===== config.mk =====
export PLATFORM = sky130hd
export DESIGN_NAME = hcu_md_flat
export DESIGN_NICKNAME = d
export VERILOG_FILES = /design/src/rtl/hcu_md_if.sv /design/src/rtl/hcu_md.sv /design/src/flat_wrapper.sv
export SDC_FILE = /design/constraint.sdc
export NUM_CORES = 1
export LEC_CHECK = 0
export CAP_MARGIN = 20
export CORE_AREA = 2 2 55 57
export CTS_BUF_LIST = sky130_fd_sc_hd__clkbuf_8 sky130_fd_sc_hd__clkbuf_16
export CTS_CLUSTER_SIZE = 24
export DETAILED_ROUTE_END_ITERATION = 12
export DIE_AREA = 0 0 57 59
export DONT_BUFFER_PORTS = 1
export SYNTH_ARGS = -nofsm -noshare
export SYNTH_HDL_FRONTEND = slang
export SYNTH_SLANG_ARGS = --single-unit

===== constraint.sdc =====
create_clock -name clk -period 2.9 [get_ports clk]
set_input_delay 0.58 -clock clk [delete_from_list [all_inputs] [get_ports clk]]
set_output_delay 0.58 -clock clk [all_outputs]
set_load 0.02 [all_outputs]

===== src/rtl/hcu_md_if.sv =====
// rtl/hcu_md_if.sv - hazard control unit bus: stage addresses/timing in, stall and forward selects out
interface hcu_md_if #(
  parameter int AW          = 5,
  parameter int TW          = 2,
  parameter int MULT_CYCLES = 5,
  parameter int DIV_CYCLES  = 10
);
  localparam int MAXC = (MULT_CYCLES > DIV_CYCLES) ? MULT_CYCLES : DIV_CYCLES;
  localparam int CW   = $clog2(MAXC + 1);

  logic [TW-1:0] Tuse_rs;
  logic [TW-1:0] Tuse_rt;
  logic [TW-1:0] E_Tnew;
  logic [TW-1:0] M_Tnew;
  logic          E_RegWrite;
  logic          M_RegWrite;
  logic          W_RegWrite;
  logic [AW-1:0] D_A1;
  logic [AW-1:0] D_A2;
  logic [AW-1:0] E_A1;
  logic [AW-1:0] E_A2;
  logic [AW-1:0] E_A3;
  logic [AW-1:0] M_A2;
  logic [AW-1:0] M_A3;
  logic [AW-1:0] W_A3;
  logic          D_md_use;
  logic          E_md_start;
  logic          E_md_is_div;

  logic          stall;
  logic          F_en;
  logic          D_en;
  logic          E_clr;
  logic [1:0]    cmp1_Fwd;
  logic [1:0]    cmp2_Fwd;
  logic [1:0]    ALUa_Fwd;
  logic [1:0]    ALUb_Fwd;
  logic          DM_Fwd;
  logic          md_busy;
  logic [CW-1:0] md_count;

  // datapath side: drives pipeline state, consumes controls
  modport master (
    output Tuse_rs, Tuse_rt, E_Tnew, M_Tnew,
    output E_RegWrite, M_RegWrite, W_RegWrite,
    output D_A1, D_A2, E_A1, E_A2, E_A3, M_A2, M_A3, W_A3,
    output D_md_use, E_md_start, E_md_is_div,
    input  stall, F_en, D_en, E_clr,
    input  cmp1_Fwd, cmp2_Fwd, ALUa_Fwd, ALUb_Fwd, DM_Fwd,
    input  md_busy, md_count
  );

  // hazard unit side
  modport slave (
    input  Tuse_rs, Tuse_rt, E_Tnew, M_Tnew,
    input  E_RegWrite, M_RegWrite, W_RegWrite,
    input  D_A1, D_A2, E_A1, E_A2, E_A3, M_A2, M_A3, W_A3,
    input  D_md_use, E_md_start, E_md_is_div,
    output stall, F_en, D_en, E_clr,
    output cmp1_Fwd, cmp2_Fwd, ALUa_Fwd, ALUb_Fwd, DM_Fwd,
    output md_busy, md_count
  );
endinterface


===== src/rtl/hcu_md.sv =====
// rtl/hcu_md.sv - Tuse/Tnew stall, E/M/W forwarding and mult/div busy tracking; HCU_STALL_CNT_EN adds stall_cnt
module hcu_md #(
  parameter int AW          = 5,
  parameter int TW          = 2,
  parameter int MULT_CYCLES = 5,
  parameter int DIV_CYCLES  = 10
) (
  input  logic        clk,
  input  logic        reset,
  hcu_md_if.slave     bus
`ifdef HCU_STALL_CNT_EN
  ,
  output logic [31:0] stall_cnt
`endif
);
  localparam int MAXC = (MULT_CYCLES > DIV_CYCLES) ? MULT_CYCLES : DIV_CYCLES;
  localparam int CW   = $clog2(MAXC + 1);

  logic [CW-1:0] r_md_count;

  // register-address match against a producing stage; $0 never matches
  logic w_d1_e, w_d1_m, w_d1_w;
  logic w_d2_e, w_d2_m, w_d2_w;
  logic w_e1_m, w_e1_w, w_e2_m, w_e2_w;
  logic w_m2_w;

  assign w_d1_e = (bus.D_A1 == bus.E_A3) && (bus.D_A1 != '0) && bus.E_RegWrite;
  assign w_d1_m = (bus.D_A1 == bus.M_A3) && (bus.D_A1 != '0) && bus.M_RegWrite;
  assign w_d1_w = (bus.D_A1 == bus.W_A3) && (bus.D_A1 != '0) && bus.W_RegWrite;
  assign w_d2_e = (bus.D_A2 == bus.E_A3) && (bus.D_A2 != '0) && bus.E_RegWrite;
  assign w_d2_m = (bus.D_A2 == bus.M_A3) && (bus.D_A2 != '0) && bus.M_RegWrite;
  assign w_d2_w = (bus.D_A2 == bus.W_A3) && (bus.D_A2 != '0) && bus.W_RegWrite;
  assign w_e1_m = (bus.E_A1 == bus.M_A3) && (bus.E_A1 != '0) && bus.M_RegWrite;
  assign w_e1_w = (bus.E_A1 == bus.W_A3) && (bus.E_A1 != '0) && bus.W_RegWrite;
  assign w_e2_m = (bus.E_A2 == bus.M_A3) && (bus.E_A2 != '0) && bus.M_RegWrite;
  assign w_e2_w = (bus.E_A2 == bus.W_A3) && (bus.E_A2 != '0) && bus.W_RegWrite;
  assign w_m2_w = (bus.M_A2 == bus.W_A3) && (bus.M_A2 != '0) && bus.W_RegWrite;

  // a producer stalls D when its result arrives later than the operand is needed;
  // an all-ones Tuse (operand unused) is never exceeded by a legal Tnew
  logic w_stall_rs, w_stall_rt, w_data_stall, w_md_busy, w_md_stall, w_stall;

  assign w_stall_rs   = (w_d1_e && (bus.E_Tnew > bus.Tuse_rs)) ||
                        (w_d1_m && (bus.M_Tnew > bus.Tuse_rs));
  assign w_stall_rt   = (w_d2_e && (bus.E_Tnew > bus.Tuse_rt)) ||
                        (w_d2_m && (bus.M_Tnew > bus.Tuse_rt));
  assign w_data_stall = w_stall_rs || w_stall_rt;
  assign w_md_busy    = (r_md_count != '0);
  assign w_md_stall   = bus.D_md_use && (bus.E_md_start || w_md_busy);
  assign w_stall      = reset && (w_data_stall || w_md_stall);

  // busy-window counter: a new start always reloads, otherwise count down to zero
  always_ff @(posedge clk) begin
    if (!reset) begin
      r_md_count <= '0;
    end else if (bus.E_md_start) begin
      r_md_count <= bus.E_md_is_div ? CW'(DIV_CYCLES) : CW'(MULT_CYCLES);
    end else if (r_md_count != '0) begin
      r_md_count <= r_md_count - 1'b1;
    end
  end

  // stall-derived controls and forwarding selects; everything idles while in reset
  always_comb begin
    bus.stall    = w_stall;
    bus.F_en     = ~w_stall;
    bus.D_en     = ~w_stall;
    bus.E_clr    = w_stall;
    bus.cmp1_Fwd = 2'b00;
    bus.cmp2_Fwd = 2'b00;
    bus.ALUa_Fwd = 2'b00;
    bus.ALUb_Fwd = 2'b00;
    bus.DM_Fwd   = 1'b0;
    bus.md_busy  = 1'b0;
    bus.md_count = '0;
    if (reset) begin
      if (w_d1_e && (bus.E_Tnew == '0))      bus.cmp1_Fwd = 2'b11;
      else if (w_d1_m && (bus.M_Tnew == '0)) bus.cmp1_Fwd = 2'b10;
      else if (w_d1_w)                       bus.cmp1_Fwd = 2'b01;

      if (w_d2_e && (bus.E_Tnew == '0))      bus.cmp2_Fwd = 2'b11;
      else if (w_d2_m && (bus.M_Tnew == '0)) bus.cmp2_Fwd = 2'b10;
      else if (w_d2_w)                       bus.cmp2_Fwd = 2'b01;

      if (w_e1_m && (bus.M_Tnew == '0))      bus.ALUa_Fwd = 2'b10;
      else if (w_e1_w)                       bus.ALUa_Fwd = 2'b01;

      if (w_e2_m && (bus.M_Tnew == '0))      bus.ALUb_Fwd = 2'b10;
      else if (w_e2_w)                       bus.ALUb_Fwd = 2'b01;

      bus.DM_Fwd   = w_m2_w;
      bus.md_busy  = w_md_busy;
      bus.md_count = r_md_count;
    end
  end

`ifdef HCU_STALL_CNT_EN
  logic [31:0] r_stall_cnt;

  // saturating count of stalled cycles
  always_ff @(posedge clk) begin
    if (!reset) begin
      r_stall_cnt <= '0;
    end else if (w_stall && (r_stall_cnt != 32'hFFFF_FFFF)) begin
      r_stall_cnt <= r_stall_cnt + 32'd1;
    end
  end

  assign stall_cnt = r_stall_cnt;
`endif

endmodule


===== src/flat_wrapper.sv =====
// flat-port wrapper written by rule: the top's interface ports become plain ports
module hcu_md_flat 
#(
  parameter int AW          = 5,
  parameter int TW          = 2,
  parameter int MULT_CYCLES = 5,
  parameter int DIV_CYCLES  = 10
)
  (clk, reset, bus_Tuse_rs, bus_Tuse_rt, bus_E_Tnew, bus_M_Tnew, bus_E_RegWrite, bus_M_RegWrite, bus_W_RegWrite, bus_D_A1, bus_D_A2, bus_E_A1, bus_E_A2, bus_E_A3, bus_M_A2, bus_M_A3, bus_W_A3, bus_D_md_use, bus_E_md_start, bus_E_md_is_div, bus_stall, bus_F_en, bus_D_en, bus_E_clr, bus_cmp1_Fwd, bus_cmp2_Fwd, bus_ALUa_Fwd, bus_ALUb_Fwd, bus_DM_Fwd, bus_md_busy, bus_md_count);
  hcu_md_if #(.AW(AW), .TW(TW), .MULT_CYCLES(MULT_CYCLES), .DIV_CYCLES(DIV_CYCLES)) bus_i ();
  input  logic clk;
  input  logic reset;
  input wire logic [$bits(bus_i.Tuse_rs)-1:0] bus_Tuse_rs;
  input wire logic [$bits(bus_i.Tuse_rt)-1:0] bus_Tuse_rt;
  input wire logic [$bits(bus_i.E_Tnew)-1:0] bus_E_Tnew;
  input wire logic [$bits(bus_i.M_Tnew)-1:0] bus_M_Tnew;
  input wire logic [$bits(bus_i.E_RegWrite)-1:0] bus_E_RegWrite;
  input wire logic [$bits(bus_i.M_RegWrite)-1:0] bus_M_RegWrite;
  input wire logic [$bits(bus_i.W_RegWrite)-1:0] bus_W_RegWrite;
  input wire logic [$bits(bus_i.D_A1)-1:0] bus_D_A1;
  input wire logic [$bits(bus_i.D_A2)-1:0] bus_D_A2;
  input wire logic [$bits(bus_i.E_A1)-1:0] bus_E_A1;
  input wire logic [$bits(bus_i.E_A2)-1:0] bus_E_A2;
  input wire logic [$bits(bus_i.E_A3)-1:0] bus_E_A3;
  input wire logic [$bits(bus_i.M_A2)-1:0] bus_M_A2;
  input wire logic [$bits(bus_i.M_A3)-1:0] bus_M_A3;
  input wire logic [$bits(bus_i.W_A3)-1:0] bus_W_A3;
  input wire logic [$bits(bus_i.D_md_use)-1:0] bus_D_md_use;
  input wire logic [$bits(bus_i.E_md_start)-1:0] bus_E_md_start;
  input wire logic [$bits(bus_i.E_md_is_div)-1:0] bus_E_md_is_div;
  output wire logic [$bits(bus_i.stall)-1:0] bus_stall;
  output wire logic [$bits(bus_i.F_en)-1:0] bus_F_en;
  output wire logic [$bits(bus_i.D_en)-1:0] bus_D_en;
  output wire logic [$bits(bus_i.E_clr)-1:0] bus_E_clr;
  output wire logic [$bits(bus_i.cmp1_Fwd)-1:0] bus_cmp1_Fwd;
  output wire logic [$bits(bus_i.cmp2_Fwd)-1:0] bus_cmp2_Fwd;
  output wire logic [$bits(bus_i.ALUa_Fwd)-1:0] bus_ALUa_Fwd;
  output wire logic [$bits(bus_i.ALUb_Fwd)-1:0] bus_ALUb_Fwd;
  output wire logic [$bits(bus_i.DM_Fwd)-1:0] bus_DM_Fwd;
  output wire logic [$bits(bus_i.md_busy)-1:0] bus_md_busy;
  output wire logic [$bits(bus_i.md_count)-1:0] bus_md_count;
  assign bus_i.Tuse_rs = bus_Tuse_rs;
  assign bus_i.Tuse_rt = bus_Tuse_rt;
  assign bus_i.E_Tnew = bus_E_Tnew;
  assign bus_i.M_Tnew = bus_M_Tnew;
  assign bus_i.E_RegWrite = bus_E_RegWrite;
  assign bus_i.M_RegWrite = bus_M_RegWrite;
  assign bus_i.W_RegWrite = bus_W_RegWrite;
  assign bus_i.D_A1 = bus_D_A1;
  assign bus_i.D_A2 = bus_D_A2;
  assign bus_i.E_A1 = bus_E_A1;
  assign bus_i.E_A2 = bus_E_A2;
  assign bus_i.E_A3 = bus_E_A3;
  assign bus_i.M_A2 = bus_M_A2;
  assign bus_i.M_A3 = bus_M_A3;
  assign bus_i.W_A3 = bus_W_A3;
  assign bus_i.D_md_use = bus_D_md_use;
  assign bus_i.E_md_start = bus_E_md_start;
  assign bus_i.E_md_is_div = bus_E_md_is_div;
  assign bus_stall = bus_i.stall;
  assign bus_F_en = bus_i.F_en;
  assign bus_D_en = bus_i.D_en;
  assign bus_E_clr = bus_i.E_clr;
  assign bus_cmp1_Fwd = bus_i.cmp1_Fwd;
  assign bus_cmp2_Fwd = bus_i.cmp2_Fwd;
  assign bus_ALUa_Fwd = bus_i.ALUa_Fwd;
  assign bus_ALUb_Fwd = bus_i.ALUb_Fwd;
  assign bus_DM_Fwd = bus_i.DM_Fwd;
  assign bus_md_busy = bus_i.md_busy;
  assign bus_md_count = bus_i.md_count;
  hcu_md #(.AW(AW), .TW(TW), .MULT_CYCLES(MULT_CYCLES), .DIV_CYCLES(DIV_CYCLES)) u_core (.clk(clk), .reset(reset), .bus(bus_i));
endmodule

; ---- Word level (Yosys, flattened, before mapping)
; Index checks and enable logic that the tools add are counted.
[classes]
add_sub_neg = 1
magnitude_cmp = 4
n_eq_ne = 11
mux = 20
bitwise_logic = 1
reduce_logical = 48
[op_table]
columns = op, count
row1 = $eq A5 B5 Y1, 11
row2 = $logic_and A1 B1 Y1, 34
row3 = $reduce_bool A5 Y1, 5
row4 = $mux W2, 10
row5 = $mux W4, 4
row6 = $gt A2 B2 Y1, 4
row7 = $mux W1, 6
row8 = $logic_or A1 B1 Y1, 5
row9 = $logic_not A2 Y1, 2
row10 = $reduce_bool A4 Y1, 1
row11 = $sub A4 B1 Y4 const B, 1
row12 = $reduce_bool A2 Y1, 1
row13 = $not A1 Y1, 1
[word_totals]
ff_bits = 4
output_inout_bits = 18
wordCells = 86

; ---- Logic depth before layout (Yosys ltp)
; Gate-level depths: netlist of run 1.
[depth]
word_depth = 9
mapped_depth = 8
mapped_depth_nobuf = 7

; ---- Worst setup path after synthesis of run 1
; Ideal clock, no wire load.
[synth_timing]
path_type = input-to-output
from = input port bus_D_A2[1]
to = output port bus_F_en
arrival_time_ps = 2664
path_slack_ps = -344
path_stages = 6
path_buffers = 1
cell_sequence = or4_4 o211ai_2 a2111oi_1 or2_1 o41ai_1 buf_4
[synth_between]
elab_chain_cells = 9
[synth_lines]
columns = item, line
row1 = from (decl), flat_wrapper.sv:21  ; input wire logic [$bits(bus_i.D_A2)-1:0] bus_D_A2;
row2 = $eq A5 B5 Y1 (tied with other cells), hcu_md.sv:30  ; assign w_d2_e = (bus.D_A2 == bus.E_A3) && (bus.D_A2 != '0) && bus.E_RegWrite;
row3 = $logic_and A1 B1 Y1 (on tied branches) (2 in a row), "hcu_md.sv:30, hcu_md.sv:31"
row4 = $logic_and A1 B1 Y1 (on tied branches), "hcu_md.sv:45, hcu_md.sv:46"
row5 = $logic_or A1 B1 Y1 (*), hcu_md.sv:45  ; assign w_stall_rt = (w_d2_e && (bus.E_Tnew > bus.Tuse_rt)) ||
row6 = $logic_or A1 B1 Y1 (*), hcu_md.sv:47  ; assign w_data_stall = w_stall_rs || w_stall_rt;
row7 = $logic_or A1 B1 Y1 (*), hcu_md.sv:50  ; assign w_stall = reset && (w_data_stall || w_md_stall);
row8 = $logic_and A1 B1 Y1 (*), hcu_md.sv:50
row9 = $not A1 Y1 (*), --
row10 = to (decl), flat_wrapper.sv:32  ; output wire logic [$bits(bus_i.F_en)-1:0] bus_F_en;
; Mark *: on every way between the ends. The rest lies on a longest branch, timed or not.

; ---- Final worst setup path of run 1
[layout_timing]
from = input port bus_D_A2[1]
to = output port bus_stall
[layout_between]
elab_chain_cells = 8
[layout_lines]
columns = item, line
row1 = $eq A5 B5 Y1 (tied with other cells), hcu_md.sv:30
row2 = $logic_and A1 B1 Y1 (on tied branches) (2 in a row), "hcu_md.sv:30, hcu_md.sv:31"
row3 = $logic_and A1 B1 Y1 (on tied branches), "hcu_md.sv:45, hcu_md.sv:46"
row4 = $logic_or A1 B1 Y1 (*), hcu_md.sv:45
row5 = $logic_or A1 B1 Y1 (*), hcu_md.sv:47
row6 = $logic_or A1 B1 Y1 (*), hcu_md.sv:50
row7 = $logic_and A1 B1 Y1 (*), hcu_md.sv:50
row8 = to (decl), flat_wrapper.sv:31  ; output wire logic [$bits(bus_i.stall)-1:0] bus_stall;
; Marks and branches as above.

==> results of run 1 <==
## power by group through the flow
stage | clock network (mW) | registers [mW] | logic [mW]
after floorplan | 0 | 0.0664 | 0.175
after global routing | 0.120 | 0.0681 | 0.208
final | 0.114 | 0.0671 | 0.184
after global placement | 0 | 0.0674 | 0.179
after CTS | 0.118 | 0.0670 | 0.184
after detailed placement | 0 | 0.0677 | 0.183
## final timing paths
kind | to | slack [ns]
max | bus_stall | 0.11
min | u_core.r_md_count[0]$_SDFFE_PN0N_ | 0.49
max reg2reg | u_core.r_md_count[0]$_SDFFE_PN0N_ | 1.62
min reg2reg | u_core.r_md_count[1]$_SDFFE_PN0N_ | 0.69
## cell type report
cell class / count / area [um^2]
Timing Repair Buffer: 3 / 35.03
Fill cell: 283 / 1280
Inverter: 13 / 48.80
Sequential cell: 4 / 80.08
Multi-Input combinational cell: 151 / 1186
Clock buffer: 3 / 41.29
Tap cell: 31 / 38.79
## metal layers
metal | up-vias | routed length (um)
met2 | 53 | 1698
li1 | 615 | -
met1 | 567 | 1372
met4 | 0 | 16
met3 | 2 | 327
met5 | - | 0
## placed cells by master (no fill, tap or decap), types with 3 or more instances in the layout
cell      count
xor2_1       13
nor4_1        8
inv_1        13
a21oi_1       5
clkbuf_8      3
o21a_1        7
and2_1       10
nand2_1       6
or4_1         4
dfxtp_1       4
nand4_1       7
ha_1         10
nor2_1        9
xnor2_1      41
nor3_1        7
## worst max-delay path, stage by stage
cell and delay [ns]:
or4_4 0.54, o211ai_2 0.20, a2111oi_1 0.08, or2_1 0.28, o41a_1 0.37, buf_12 0.16
## cell families after synthesis
| logic type | synth area share [%] |
|---|---|
| AOI/OAI and AO/OA | 16.84 |
| and+or+nand+nor | 25.12 |
| xor gates and xnor gates | 35.16 |
| DFF | 5.954 |
| adders and majority gates | 9.302 |
| buffers and inverters | 7.627 |
## stage by stage
stage / instances / total power, mW / setup WS [ns]
detailed placement: 202 / 0.2511 / 0.1119
floorplan: 180 / 0.2417 / 0.01710
CTS: 205 / 0.3692 / 0.1051
finish: 205 / 0.3649 / 0.1074
global placement: 202 / 0.2460 / 0.1227
global route: 205 / 0.3958 / 0.04839
==> flow_summary.json, run 1 <==
{
  "first_iteration_detailed_routing_drc_count": 30,
  "ys_ff_latch": 4,
  "kind_of_start_point_of_the_critical_path": "input pin",
  "numPortBuffers": 0,
  "grtUsageMet3_pct": 6.114,
  "placedInstanceArea_mm2": 0.001384,
  "synth.cells.most_frequent": "xnor2_1 (41), inv_1 (13), xor2_1 (13), and2_1 (10), ha_1 (10)",
  "die_x_um": 57,
  "timing.critical_path.to_type": "output port",
  "io_pins": 74,
  "rsz_0062_raised_after_global_routing": "no",
  "worst_hold_stages": 1,
  "syn2layout_area_growth_pct": 6.325,
  "crit_path_start": "bus_D_A2[1]",
  "post_synth.cell_area_avg_um2": 7.472,
  "finalHoldWorstSlack_ns": 0.4859,
  "postLayoutCellArea_mm2": 0.001430,
  "wirelength_mm": 3.414,
  "finalCritPeriodShare_pct": 96.30,
  "netlist_area_mm2": 0.001345,
  "tritoncts": "yes",
  "yosysTopAreaCell": "xnor2_1",
  "gr-usage-met1_pct": 25.07,
  "postCtsSetupRepairBufs": 0,
  "largest_register_ffs": 4,
  "largest-register": "u_core.r_md_count",
  "outcome": "completed",
  "maxCapViolCount": 0,
  "share_of_flip_flops_with_an_asynchronous_set_or_reset_pct": 0,
  "synth_fp_nets": 246,
  "globalRouteTotalUtil_pct": 20.78,
  "final-max-slew-violation-count": 0,
  "busiest_layer": "met2",
  "die_area_mm2": 0.003363,
  "cts.htree.levels": 1,
  "maximum_vdd_drop_v": 0.0002271,
  "clock.fmax_mhz": 358.1,
  "antenna_cells": 0,
  "share_of_post_route_cells_with_drive_strength_above_1_pct": 7.471,
  "timing.critical_path.required_ns": 2.32,
  "dr_total_vias": 1237,
  "cts_resized": 0,
  "ant_nets": 0,
  "power_frac_clock_pct": 31.2,
  "cell_with_the_most_instances_after_synthesis": "xnor2_1",
  "r2r.worst_path.cells": 6,
  "timing.final.hold_violations": 0,
  "critical_path_class": "input pin to output port",
  "timing.setup.tns_ns": 0,
  "routed_wire_per_std_cell_um": 16.65,
  "p_leak_nw": 0.4955,
  "crit_path_max_fanout": 4,
  "transition_time_at_the_pin_with_the_least_slew_margin_ns": 0.4883,
  "core.rowCount": 19,
  "grt_pass1_vias": 1236,
  "pin_count_of_the_biggest_net_entering_global_routing": 19,
  "final_core_util_pct": 52.77,
  "post-dp-hpwl_mm": 2.916,
  "floorplan.core_area_mm2": 0.002710,
  "hp-class": "input pin to register",
  "reg2reg_from": "u_core.r_md_count[1]$_SDFFE_PN0N_",
  "power_frac_comb_pct": 50.4,
  "synth.yosys.seq_area_share_pct": 5.953,
  "hold_path_startpoint": "reset",
  "clock_pin_transition_on_the_worst_setup_and_hold_timing_paths_ns": 0.03,
  "numClockSinks": 4,
  "synth-warning-count": 0,
  "grt_first_pass_wirelength_mm": 5.616,
  "synthTopCellsByArea": "xnor2_1 (27%), ha_1 (9.3%), xor2_1 (8.5%)",
  "seq_power_share_pct": 18.4,
  "fin_worst_skew_ns": 0.0001369,
  "critPathArrivalTime_ns": 2.21,
  "cts.path.max_buffers": 2,
  "yosys_most_used_dff": "dfxtp_1",
  "finalWeightedCongestion": 0.7931,
  "yosysUniqueCellTypes": 35,
  "die_y_um": 59,
  "switching_share_pct": 31.54,
  "cts_inserted_buffers": 3,
  "drc": 0,
  "first_pass_drt_iterations": 6,
  "clock_latency_ns": 0.21,
  "holdBufCountCts": 0,
  "timing.final.setup_violations": 0,
  "p_int_mw": 0.2498,
  "globalRouteMet2Util_pct": 37.44,
  "netlist_instances": 180,
  "reg_top3": "u_core.r_md_count: 4 flops",
  "start_util_pct": 49.63,
  "count_of_flip_flops_with_a_built_in_enable_after_synthesis": 0,
  "ctsRootBufferMaster": "clkbuf_8",
  "timing.final.crit_period_ns": 2.793,
  "total_switching_power_mw": 0.1151,
  "final_nets": 242,
  "grt_antenna_before_repair": 0,
  "slew_headroom_pct": 67.38,
  "synth_top_area_share_pct": 26.70,
  "overflow": 0,
  "power.density_mw_per_mm2": 255.1,
  "dr_vias_cell": 6.034
}
No activity file was read; power rests on OpenSTA's default activity.
==> inputs of run 2 (changes only) <==
--- a/config.mk
+++ b/config.mk
@@ -6,12 +6,16 @@
 export NUM_CORES = 1
 export LEC_CHECK = 0
 export CAP_MARGIN = 20
-export CORE_AREA = 2 2 55 57
+export CELL_PAD_IN_SITES_DETAIL_PLACEMENT = 1
+export CELL_PAD_IN_SITES_GLOBAL_PLACEMENT = 1
+export CORE_AREA = 2 2 59 61
 export CTS_BUF_LIST = sky130_fd_sc_hd__clkbuf_8 sky130_fd_sc_hd__clkbuf_16
 export CTS_CLUSTER_SIZE = 24
 export DETAILED_ROUTE_END_ITERATION = 12
-export DIE_AREA = 0 0 57 59
+export DIE_AREA = 0 0 61 63
 export DONT_BUFFER_PORTS = 1
+export PLACE_DENSITY_LB_ADDON = 0.1
+export REMOVE_ABC_BUFFERS = 1
 export SYNTH_ARGS = -nofsm -noshare
 export SYNTH_HDL_FRONTEND = slang
 export SYNTH_SLANG_ARGS = --single-unit
==> run 2 against run 1 <==
  * Count of clock-buffer cells in the layout unchanged
  * Cell count grew 7.3%
  * Utilization down 8.8 points
  * Global-route usage increased by 1.0 points
  * Register-to-register slack worse by 0.02 ns
  * Sequential power grew 0.7%
  * Critical path depth down 1
  * Sequential share of layout area hardly changed
  * Final area down 0.70%
  * Setup slack better by 0.032 ns
  * Critical path type unchanged
  * Critical endpoint is now bus_E_clr
==> flow_summary.json, run 2 (synthesized netlist as in run 1, its figures left out) <==
{
  "clock_latency_ns": 0.22,
  "kind_of_start_point_of_the_critical_path": "input pin",
  "worst_hold_stages": 1,
  "hp-class": "input pin to register",
  "timing.critical_path.to_type": "output port",
  "clock_pin_transition_on_the_worst_setup_and_hold_timing_paths_ns": 0.03,
  "final-max-slew-violation-count": 0,
  "timing.final.crit_period_ns": 2.761,
  "reg_top3": "u_core.r_md_count: 4 flops",
  "fin_cells": 220,
  "holdPathEnd": "u_core.r_md_count[1]$_SDFFE_PN0N_",
  "grt_antenna_before_repair": 0,
  "finalWeightedCongestion": 0.8042,
  "start_util_pct": 41.62,
  "timing.critical_path.required_ns": 2.32,
  "seq_power_share_pct": 18.5,
  "die_x_um": 61,
  "die_area_mm2": 0.003843,
  "dr_vias_cell": 5.823,
  "clock.fmax_mhz": 362.2,
  "final_nets": 242,
  "power.density_mw_per_mm2": 257.8,
  "final_core_util_pct": 43.94,
  "outcome": "completed",
  "power_frac_clock_pct": 31.8,
  "critical_path_class": "input pin to output port",
  "p_int_mw": 0.2458,
  "wirelength_mm": 3.983,
  "transition_time_at_the_pin_with_the_least_slew_margin_ns": 0.4992,
  "switching_share_pct": 32.88,
  "grt_pass1_vias": 1382,
  "largest_register_ffs": 4,
  "timing.setup.tns_ns": 0,
  "timing.rr.end": "u_core.r_md_count[0]$_SDFFE_PN0N_",
  "power_frac_comb_pct": 49.8,
  "numPortBuffers": 0,
  "timing.final.setup_violations": 0,
  "postCtsSetupRepairBufs": 0,
  "tritoncts": "yes",
  "io_pins": 74,
  "r2r.worst_path.cells": 6,
  "mostFrequentLayoutCell": "xnor2_1",
  "globalRouteTotalUtil_pct": 21.83,
  "first_iteration_detailed_routing_drc_count": 43,
  "slew_headroom_pct": 66.65,
  "largest-register": "u_core.r_md_count",
  "critPathArrivalTime_ns": 2.18,
  "crit_path_max_fanout": 4,
  "reg2reg_from": "u_core.r_md_count[0]$_SDFFE_PN0N_",
  "pin_count_of_the_biggest_net_entering_global_routing": 19,
  "hold_path_startpoint": "reset",
  "core.rowCount": 21,
  "dr_total_vias": 1281,
  "post-dp-hpwl_mm": 3.444,
  "maximum_vdd_drop_v": 0.0001048,
  "cts.htree.levels": 1,
  "first_pass_drt_iterations": 4,
  "timing.final.hold_violations": 0,
  "grt_first_pass_wirelength_mm": 6.389,
  "share_of_post_route_cells_with_drive_strength_above_1_pct": 6.897,
  "routed_wire_per_std_cell_um": 18.10,
  "cts_inserted_buffers": 3,
  "maxCapViolCount": 0,
  "ctsRootBufferMaster": "clkbuf_8",
  "cts.path.max_buffers": 2,
  "mostFrequentLayoutCells": "xnor2_1 (41), inv_1 (13), xor2_1 (13)",
  "crit_path_start": "bus_D_A2[1]",
  "die_y_um": 63,
  "overflow": 0,
  "numClockSinks": 4,
  "finalCritPeriodShare_pct": 95.21,
  "rsz_0062_raised_after_global_routing": "no",
  "post-place-cells": 217,
  "ant_nets": 0,
  "fin_worst_skew_ns": 0.0003465,
  "syn2layout_area_growth_pct": 5.581,
  "cts_resized": 0,
  "antenna_cells": 0,
  "holdBufCountCts": 0,
  "total_switching_power_mw": 0.1204,
  "p_leak_nw": 0.4881,
  "drc": 0,
  "regToRegSetupSlack_ns": 1.60,
  "floorplan.core_area_mm2": 0.003232
}
[run 2: layout make-up]
class / count / area [um^2]
fill: 427 / 1812
multi-input combinational: 151 / 1170
sequential: 4 / 80.08
tap: 46 / 57.56
inverter: 13 / 48.80
clock buffer: 3 / 41.29
timing repair buffer: 3 / 22.52
[run 2: power groups by stage]
stage	clock network [mW]	logic, mW	registers [mW]
after floorplan	0	0.155	0.0664
after CTS	0.118	0.185	0.0674
after detailed placement	0	0.184	0.0682
after global routing	0.122	0.206	0.0683
after global placement	0	0.176	0.0676
final	0.116	0.182	0.0676
[run 2: how the worst max path moves through the flow]
stage | to | cells after the start
floorplan | bus_D_en | 5
global placement | bus_E_clr | 6
detailed placement | bus_E_clr | 5
finish | bus_E_clr | 5
CTS | bus_E_clr | 5
global route | bus_stall | 6
[run 2: layer usage]
layer / GRT usage (%) / routed length (um) / vias up
met1: 26.52 / 1581 / 595
met3: 4.969 / 358 / 3
met5: 0 / 0 / -
met4: 4.891 / 24 / 0
li1: - / - / 616
met2: 37.90 / 2019 / 67
[run 2: critical path: stages]
cell and delay, ns:
or4_4 0.55, o2111ai_1 0.30, a211oi_1 0.13, o41a_1 0.44, buf_4 0.19
[run 2: through the flow]
step                      setup slack, ns  instance area [um^2]  hold WS [ns]  power, mW
after floorplan                   -0.5693                  1291        0.6442     0.2210
after global placement             0.1774                  1379        0.6720     0.2438
after detailed placement           0.1592                  1379        0.6908     0.2518
after CTS                          0.1527                  1420        0.4814     0.3704
after global routing              0.06455                  1420        0.4792     0.3964
final                              0.1389                  1420        0.4844     0.3662
==> inputs of run 3 (changes only) <==
--- a/config.mk
+++ b/config.mk
@@ -14,6 +14,7 @@
 export DETAILED_ROUTE_END_ITERATION = 12
 export DIE_AREA = 0 0 61 63
 export DONT_BUFFER_PORTS = 1
+export MAX_ROUTING_LAYER = met4
 export PLACE_DENSITY_LB_ADDON = 0.1
 export REMOVE_ABC_BUFFERS = 1
 export SYNTH_ARGS = -nofsm -noshare
==> run 3 against run 2 <==
  * Utilization is the same
  * Highest routed layer unchanged
  * Critical endpoint unchanged
  * Wire length is essentially flat
  * Largest power group unchanged
  * Global-route usage grew 0.57 points
  * Hold slack is essentially flat
  * Cell count is the same
  * Combinational power is essentially flat
  * Clock skew is essentially flat
  * Clock power is essentially flat
==> flow_summary.json, run 3 (synthesized netlist as in run 1, its figures left out) <==
{
  "pin_count_of_the_biggest_net_entering_global_routing": 19,
  "numClockSinks": 4,
  "r2r.worst_path.cells": 6,
  "timing.rr.end": "u_core.r_md_count[0]$_SDFFE_PN0N_",
  "reg2reg_from": "u_core.r_md_count[0]$_SDFFE_PN0N_",
  "cts.htree.levels": 1,
  "final_nets": 242,
  "hold_path_startpoint": "reset",
  "antenna_cells": 0,
  "grt_pass1_vias": 1374,
  "routed_wire_per_std_cell_um": 18.11,
  "finalWeightedCongestion": 0.8159,
  "largest-register": "u_core.r_md_count",
  "final_core_util_pct": 43.94,
  "reg_top3": "u_core.r_md_count: 4 flops",
  "cts.path.max_buffers": 2,
  "timing.critical_path.required_ns": 2.32,
  "p_leak_nw": 0.4881,
  "core.rowCount": 21,
  "crit_path_max_fanout": 4,
  "timing.critical_path.to_type": "output port",
  "critical_path_class": "input pin to output port",
  "dr_vias_cell": 5.832,
  "wirelength_mm": 3.985,
  "syn2layout_area_growth_pct": 5.581,
  "maxCapViolCount": 0,
  "hp-class": "input pin to register",
  "mostFrequentLayoutCell": "xnor2_1",
  "postCtsSetupRepairBufs": 0,
  "holdBufCountCts": 0,
  "ctsRootBufferMaster": "clkbuf_8",
  "worst_hold_stages": 1,
  "fin_worst_skew_ns": 0.0003395,
  "grt_first_pass_wirelength_mm": 6.389,
  "final-max-slew-violation-count": 0,
  "timing.final.hold_violations": 0,
  "tritoncts": "yes",
  "io_pins": 74,
  "finalCritPeriodShare_pct": 94.83,
  "slew_headroom_pct": 66.54,
  "start_util_pct": 41.62,
  "floorplan.core_area_mm2": 0.003232,
  "first_pass_drt_iterations": 4,
  "power.density_mw_per_mm2": 257.9,
  "regToRegSetupSlack_ns": 1.60,
  "first_iteration_detailed_routing_drc_count": 40,
  "mostFrequentLayoutCells": "xnor2_1 (41), inv_1 (13), xor2_1 (13)",
  "outcome": "completed",
  "holdPathEnd": "u_core.r_md_count[1]$_SDFFE_PN0N_",
  "clock_pin_transition_on_the_worst_setup_and_hold_timing_paths_ns": 0.03,
  "drc": 0,
  "cts_inserted_buffers": 3,
  "post-dp-hpwl_mm": 3.444,
  "grt_antenna_before_repair": 0,
  "finalPower_mw": 0.3662,
  "share_of_post_route_cells_with_drive_strength_above_1_pct": 6.897,
  "ant_nets": 0,
  "clock_latency_ns": 0.22,
  "clock.fmax_mhz": 363.6,
  "numPortBuffers": 0,
  "timing.final.crit_period_ns": 2.750,
  "die_area_mm2": 0.003843,
  "largest_register_ffs": 4,
  "timing.final.setup_violations": 0,
  "overflow": 0,
  "transition_time_at_the_pin_with_the_least_slew_margin_ns": 0.5008,
  "globalRouteTotalUtil_pct": 22.40,
  "die_y_um": 63,
  "die_x_um": 61,
  "rsz_0062_raised_after_global_routing": "no",
  "kind_of_start_point_of_the_critical_path": "input pin",
  "critPathArrivalTime_ns": 2.17,
  "maximum_vdd_drop_v": 0.0001048,
  "dr_total_vias": 1283,
  "cts_resized": 0
}
run 3: cell counts in the layout (fill, tap and decap cells not counted):
No cell type changed its count.
run 3: layout make-up:
type                       instances  area (um^2)
fill                             427         1812
multi-input combinational        151         1170
sequential                         4        80.08
tap                               46        57.56
inverter                          13        48.80
clock buffer                       3        41.29
timing repair buffer               3        22.52
run 3: how the worst max path moves through the flow:
stage                start         to  cells after the start
2_1_floorplan  bus_D_A2[1]   bus_D_en                      5
3_3_place_gp   bus_D_A1[1]  bus_E_clr                      6
3_5_place_dp   bus_D_A2[1]  bus_E_clr                      5
4_1_cts        bus_D_A2[1]  bus_E_clr                      5
5_1_grt        bus_D_A2[0]  bus_stall                      6
6_report       bus_D_A2[1]  bus_E_clr                      5
run 3: through the flow:
step	hold slack (ns)	TNS [ns]	cells	area, um^2	setup WS, ns
6_report	0.4845	0	220	1420	0.1499
2_1_floorplan	0.6442	-1.139	168	1291	-0.5693
5_1_grt	0.4792	0	220	1420	0.06454
3_5_place_dp	0.6908	0	217	1379	0.1592
3_3_place_gp	0.6720	0	217	1379	0.1774
4_1_cts	0.4814	0	220	1420	0.1527
run 3: critical path, stage by stage:
cell	delay [ns]
or4_4	0.55
o2111ai_1	0.29
a211oi_1	0.13
o41a_1	0.44
buf_4	0.19
run 3: routing by layer:
| layer | part of all wire [%] | global-route usage (%) | wire length (um) |
|---|---|---|---|
| met2 | 51 | 37.90 | 2024 |
| met1 | 40 | 26.52 | 1576 |
| met4 | 0.60 | 4.891 | 24 |
| met5 | 0 | - | 0 |
| met3 | 9.0 | 4.969 | 359 |
run 3: power by group:
part           total, mW  internal (mW)  switching (mW)
clock network      0.116         0.0883          0.0279
registers         0.0676         0.0617         0.00591
logic              0.182         0.0957          0.0866
